<file path="config.mk">
export PLATFORM = sky130hd
export DESIGN_NAME = booth_prod_accum
export DESIGN_NICKNAME = d
export VERILOG_FILES = /design/src/rtl/booth_prod_accum.sv
export SDC_FILE = /design/constraint.sdc
export NUM_CORES = 1
export LEC_CHECK = 0
export ABC_AREA = 1
export BUFFER_PORTS_ARGS = -buffer_cell sky130_fd_sc_hd__buf_2
export CAP_MARGIN = 20
export CORE_MARGIN = 1
export CORE_UTILIZATION = 53
export CTS_CLUSTER_SIZE = 12
export DETAILED_ROUTE_END_ITERATION = 7
export PLACE_DENSITY_LB_ADDON = 0.15
export SYNTH_ARGS = -nofsm -noshare
export SYNTH_HDL_FRONTEND = slang
export SYNTH_SLANG_ARGS = --single-unit
</file>
<file path="constraint.sdc">
create_clock -name clk -period 1.95 [get_ports clk]
set_input_delay 0.0975 -clock clk [delete_from_list [all_inputs] [get_ports clk]]
set_output_delay 0.0975 -clock clk [all_outputs]
set_load 0.03 [all_outputs]
</file>
<file path="src/rtl/booth_prod_accum.sv">
// booth_prod_accum
// Signed frame accumulator placed after the 4x4 Booth multiplier. Products
// arrive one per cycle on a valid/ready handshake and are summed with
// saturation until in_last or the MAX_TERMS limit closes the frame. The
// closed-frame result is held on a registered valid/ready output until taken.
module booth_prod_accum #(
    parameter int ACC_W     = 16,
    parameter int MAX_TERMS = 255,
    parameter int CNT_W     = 8
) (
    input  logic             clk,
    input  logic             rst_n,
    input  logic             clr,
    input  logic             in_valid,
    output logic             in_ready,
    input  logic [7:0]       in_product,
    input  logic             in_last,
    output logic             out_valid,
    input  logic             out_ready,
    output logic [ACC_W-1:0] out_sum,
    output logic [CNT_W-1:0] out_count,
    output logic             out_sat,
    output logic             out_forced
);

    // Two-state frame controller: collecting products, or holding a result.
    typedef enum logic {
        ST_ACCUM = 1'b0,
        ST_HOLD  = 1'b1
    } state_t;

    // Saturation limits of the signed accumulator.
    localparam logic [ACC_W-1:0] ACC_MAX  = {1'b0, {(ACC_W-1){1'b1}}};
    localparam logic [ACC_W-1:0] ACC_MIN  = {1'b1, {(ACC_W-1){1'b0}}};
    // Count value at which a frame is force-closed.
    localparam logic [CNT_W-1:0] CNT_LAST = CNT_W'(MAX_TERMS);

    state_t             r_state;
    logic [ACC_W-1:0]   r_acc;
    logic [CNT_W-1:0]   r_cnt;
    logic               r_sat;
    logic               r_in_ready;
    logic               r_out_valid;
    logic [ACC_W-1:0]   r_out_sum;
    logic [CNT_W-1:0]   r_out_count;
    logic               r_out_sat;
    logic               r_out_forced;

    logic [ACC_W:0]     w_sum_ext;
    logic               w_ovf_pos;
    logic               w_ovf_neg;
    logic [ACC_W-1:0]   w_acc_next;
    logic               w_sat_next;
    logic [CNT_W-1:0]   w_cnt_next;
    logic               w_hit_max;
    logic               w_close;

    // Next accumulator value: one guard bit catches overflow in either
    // direction, then the result is clamped to the representable range.
    always_comb begin
        w_sum_ext  = {r_acc[ACC_W-1], r_acc}
                   + {{(ACC_W-7){in_product[7]}}, in_product};
        w_ovf_pos  = ~w_sum_ext[ACC_W] &  w_sum_ext[ACC_W-1];
        w_ovf_neg  =  w_sum_ext[ACC_W] & ~w_sum_ext[ACC_W-1];
        if (w_ovf_pos) begin
            w_acc_next = ACC_MAX;
        end else if (w_ovf_neg) begin
            w_acc_next = ACC_MIN;
        end else begin
            w_acc_next = w_sum_ext[ACC_W-1:0];
        end
        w_sat_next = r_sat | w_ovf_pos | w_ovf_neg;
        w_cnt_next = r_cnt + CNT_W'(1);
        w_hit_max  = (w_cnt_next == CNT_LAST);
        w_close    = in_last | w_hit_max;
    end

    // Frame controller with registered handshake outputs; clr overrides
    // both the input beat and the downstream handoff.
    always_ff @(posedge clk or negedge rst_n) begin
        if (!rst_n) begin
            r_state      <= ST_ACCUM;
            r_acc        <= '0;
            r_cnt        <= '0;
            r_sat        <= 1'b0;
            r_in_ready   <= 1'b1;
            r_out_valid  <= 1'b0;
            r_out_sum    <= '0;
            r_out_count  <= '0;
            r_out_sat    <= 1'b0;
            r_out_forced <= 1'b0;
        end else if (clr) begin
            // Result data is left in place; only its valid is withdrawn.
            r_state     <= ST_ACCUM;
            r_acc       <= '0;
            r_cnt       <= '0;
            r_sat       <= 1'b0;
            r_in_ready  <= 1'b1;
            r_out_valid <= 1'b0;
        end else begin
            case (r_state)
                ST_ACCUM: begin
                    if (in_valid) begin
                        if (w_close) begin
                            r_out_sum    <= w_acc_next;
                            r_out_count  <= w_cnt_next;
                            r_out_sat    <= w_sat_next;
                            r_out_forced <= w_hit_max & ~in_last;
                            r_acc        <= '0;
                            r_cnt        <= '0;
                            r_sat        <= 1'b0;
                            r_state      <= ST_HOLD;
                            r_in_ready   <= 1'b0;
                            r_out_valid  <= 1'b1;
                        end else begin
                            r_acc <= w_acc_next;
                            r_cnt <= w_cnt_next;
                            r_sat <= w_sat_next;
                        end
                    end
                end
                ST_HOLD: begin
                    // No bypass: input reopens only the cycle after handoff.
                    if (out_ready) begin
                        r_state     <= ST_ACCUM;
                        r_in_ready  <= 1'b1;
                        r_out_valid <= 1'b0;
                    end
                end
                default: begin
                    r_state     <= ST_ACCUM;
                    r_in_ready  <= 1'b1;
                    r_out_valid <= 1'b0;
                end
            endcase
        end
    end

    assign in_ready   = r_in_ready;
    assign out_valid  = r_out_valid;
    assign out_sum    = r_out_sum;
    assign out_count  = r_out_count;
    assign out_sat    = r_out_sat;
    assign out_forced = r_out_forced;

endmodule

</file>
==> results by group <==
Clock tree
  – CTS root buf: clkbuf_8
  – CTS Buf Count: 5
  – Sink Count: 54
  – CTS tree: yes
  – Clock Tree Buf Depth: 2
  – Worst-skew pair later-pin latency: 310 ps
  – Clock-pin slew on the worst setup and hold paths: 110 ps
  – CTS H-tree lvls: 2

Final layout
  – Area grow syn2layout: 38.21%
  – Multi-input logic area: about 0.0022 mm^2
  – Antenna diodes: 0
  – Share of layout cells above drive strength 1: approximately 34%
  – Final Util: between 70% and 80%
  – # nets final: 607
  – Fillers: about 420
  – Commonest non-fill, non-tap cell in the layout: nand2_1
  – Sequential Area: 0.001353 mm^2
  – Commonest cells after routing, fill and taps aside: nand2_1, dfrtp_1, inv_1, buf_2, nand2_2

Critical path
  – Crit Path Class: flop to flop
  – CP Capture Type: flop
  – Critical-path maximum fanout: 4
  – Setup crit start kind: flop
  – Crit path DAT: approximately 2400 ps
  – Worst EP required: approximately 2200 ps

Outcome
  – Status: complete, but fails checks
  – Violated checks: setup timing

Timing
  – Final Max Tran Viols: 0
  – Period utilization: 111.2%
  – Final worst slack: -218.4 ps
  – Fmax: approximately 460 MHz
  – Tmin final: roughly 2200 ps
  – Unrepaired setup endpoints after global routing: yes
  – Clk_skew: between 10 and 15 ps
  – Fin. Hold Viols: 0
  – Max_slew headroom: between 40% and 50%
  – Least-Margin Pin Slew: a little over 800 ps
  – Final setup violating endpoints: 34

Synth
  – Mapped Avg Cell Area: around 7 um^2
  – Library cells used by synthesis: 32
  – Dominant cell type by area after synthesis: dfrtp_1
  – Yosys warns: 0
  – #FFs+latches synth: 54
  – Area contributors post-synth: dfrtp_1, nand2_1, ha_1
  – Mapped Area: around 0.0034 mm^2
  – Net Count, Synth: 518
  – Syn Inst Count: 485
  – Yosys top cell area share: about two fifths
  – Sequential area share after synthesis: around 40%

Routing
  – First-pass detailed-route iteration total: 5
  – Initial DRC Count: 233
  – Remaining antenna violation count: 0
  – Avg WL per Cell: between 15 and 20 um
  – Routed Wire Length: between 9000 and 10000 um
  – Vias/cell: 5.395
  – DRC violations left: 0
  – Vias: about 3500

Flow run
  – Max Cap Violations: 0

Power and ir drop
  – Peak supply drop: approximately 0.0008 V
  – Lkg Pwr: around 2.6 nW
  – Pwr dens: 855.1 mW/mm^2
  – Power Total: 3.994 mW

Floorplanning
  – DIE AREA: roughly 0.0067 mm^2
  – Initial core utilization: approximately 56%
  – I/O pin count: 42
  – Die height: 81.85 um
  – Core Region: 0.006026 mm^2
  – Die Wd: 81.85 um
  – Cell Rows: 28

GRT
  – Met3 Use GR: just over 4%
  – Initial antenna violation count: 0
  – First-pass GRT wire length: around 14000 um
  – GRT busiest layer: met2
  – Largest net degree at the start of global routing: 55
  – GR Util met1: 32.92%
  – Met2 usage: about half
  – Overall routing resource usage: a little over a quarter
  – Number of global-route vias before repair: between 3000 and 4000
  – Grt total ovfl: 0

Worst hold path
  – Worst hold path type: input port to flop

Placed design
  – Final Wtd Congestion: about 0.94
  – Setup WS pre-CTS: -327.8 ps
  – Dpl hpwl: between 5000 and 6000 um
  – PortBufs: 41
sequential cells by signal, indices dropped and copies added, names as in the netlist:
signal      count
out_sum        16
r_acc          16
out_count       8
r_cnt           8
in_ready        1
out_forced      1
out_sat         1
out_valid       1
r_sat           1
r_state         1
cells by family (layout without fill, tap and decap cells):
| family | after synthesis | count (layout) | share of synthesized area [%] |
|---|---|---|---|
| and+or+nand+nor | 312 | 314 | 37.65 |
| buffers and inverters | 60 | 148 | 7.590 |
| DFF | 54 | 54 | 40.02 |
| AOI/OAI and AO/OA | 29 | 29 | 4.628 |
| adders and majority gates | 19 | 19 | 7.257 |
| xor gates and xnor gates | 11 | 11 | 2.851 |
what timing repair did:
action	4_1_cts	5_1_grt
endpoints found under the hold margin	53	0
pin swaps	9	21
setup buffers	2	4
cloned	2	5
endpoints found under the setup margin	33	51
resized for setup	27	91
hold buffers	1	0
metrics by stage:
stage	instance area [um^2]	setup TNS, ps	cells	hold slack [ps]
floorplan	3382	-800.2	485	-198.1
global route	4671	-10070	650	109.7
finish	4671	-6220	650	89.14
CTS	4161	-3243	641	93.92
detailed placement	3920	-8642	628	267.1
global placement	3920	-5381	628	267.2
power breakdown:
part	leakage [nW]	switching [mW]	internal [mW]
logic	1.86	1.12	0.646
clock network	0.0618	0.390	0.423
registers	0.712	0.113	1.30
total	2.63	1.62	2.37
worst paths after layout:
| check | startpoint | endpoint | slack (ps) | cells past startpoint |
|---|---|---|---|---|
| max | r_acc[0]$_DFFE_PN0P_ | out_sum[4]$_DFFE_PN0P_ | -220 | 17 |
| max reg2reg | r_acc[0]$_DFFE_PN0P_ | out_sum[4]$_DFFE_PN0P_ | -220 | 17 |
| min reg2reg | in_ready$_DFFE_PN1P_ | in_ready$_DFFE_PN1P_ | 480 | 2 |
| min | out_ready | r_state$_DFF_PN0_ | 90 | 3 |
| max in group asynchronous | rst_n | out_sum[11]$_DFFE_PN0P_ | 1030 | 3 |
| min in group asynchronous | rst_n | out_sum[3]$_DFFE_PN0P_ | 440 | 3 |
synthesized netlist by cell type:
library cell,number
nand2_1,243
dfrtp_1,53
inv_1,47
nand3_1,24
nor2_1,24
ha_1,18
a21oi_1,10
xor2_1,10
o21ai_1,9
o21ai_0,6
and2_1,4
buf_2,3
clkbuf_1,3
nand2_2,3
nand4_1,3
buf_4,2
buf_6,2
inv_2,2
nand2_4,2
nand3b_1,2
nor3_1,2
o21bai_1,2
or2_1,2
clkinv_4,1
dfstp_2,1
fa_1,1
nand3_2,1
nor2_2,1
nor2_4,1
o21a_1,1
o21ai_2,1
xnor2_1,1
critical path, cell delays in order (launching register included):
cell and delay, ps:
dfrtp_1 370, ha_2 190, inv_2 50, fa_2 370
inv_2 60, nand2_2 40, nand2_2 80, nand3_2 80
nand2_4 100, nand2_4 70, nand2_4 90, nand2_4 70
nand2_8 110, nand2_4 100, nand2_1 70, nand2_1 80
nand2_1 80, nand2_1 50
per-layer routing:
metal	up-vias	share of wire [%]
met2	139	52
li1	1679	-
met1	1661	41
met4	0	2.1
met3	28	4.8
met5	-	0
layout make-up:
type                    count  area share (%)
multi-input cells         373           47.63
clock inverters             2          0.8304
well taps                  75           2.009
inverters                  50           4.179
repair buffers             90           14.63
flip-flops and latches     54           28.96
clock buffers               6           1.768
Note: power is estimated with default switching activity, not from simulation.
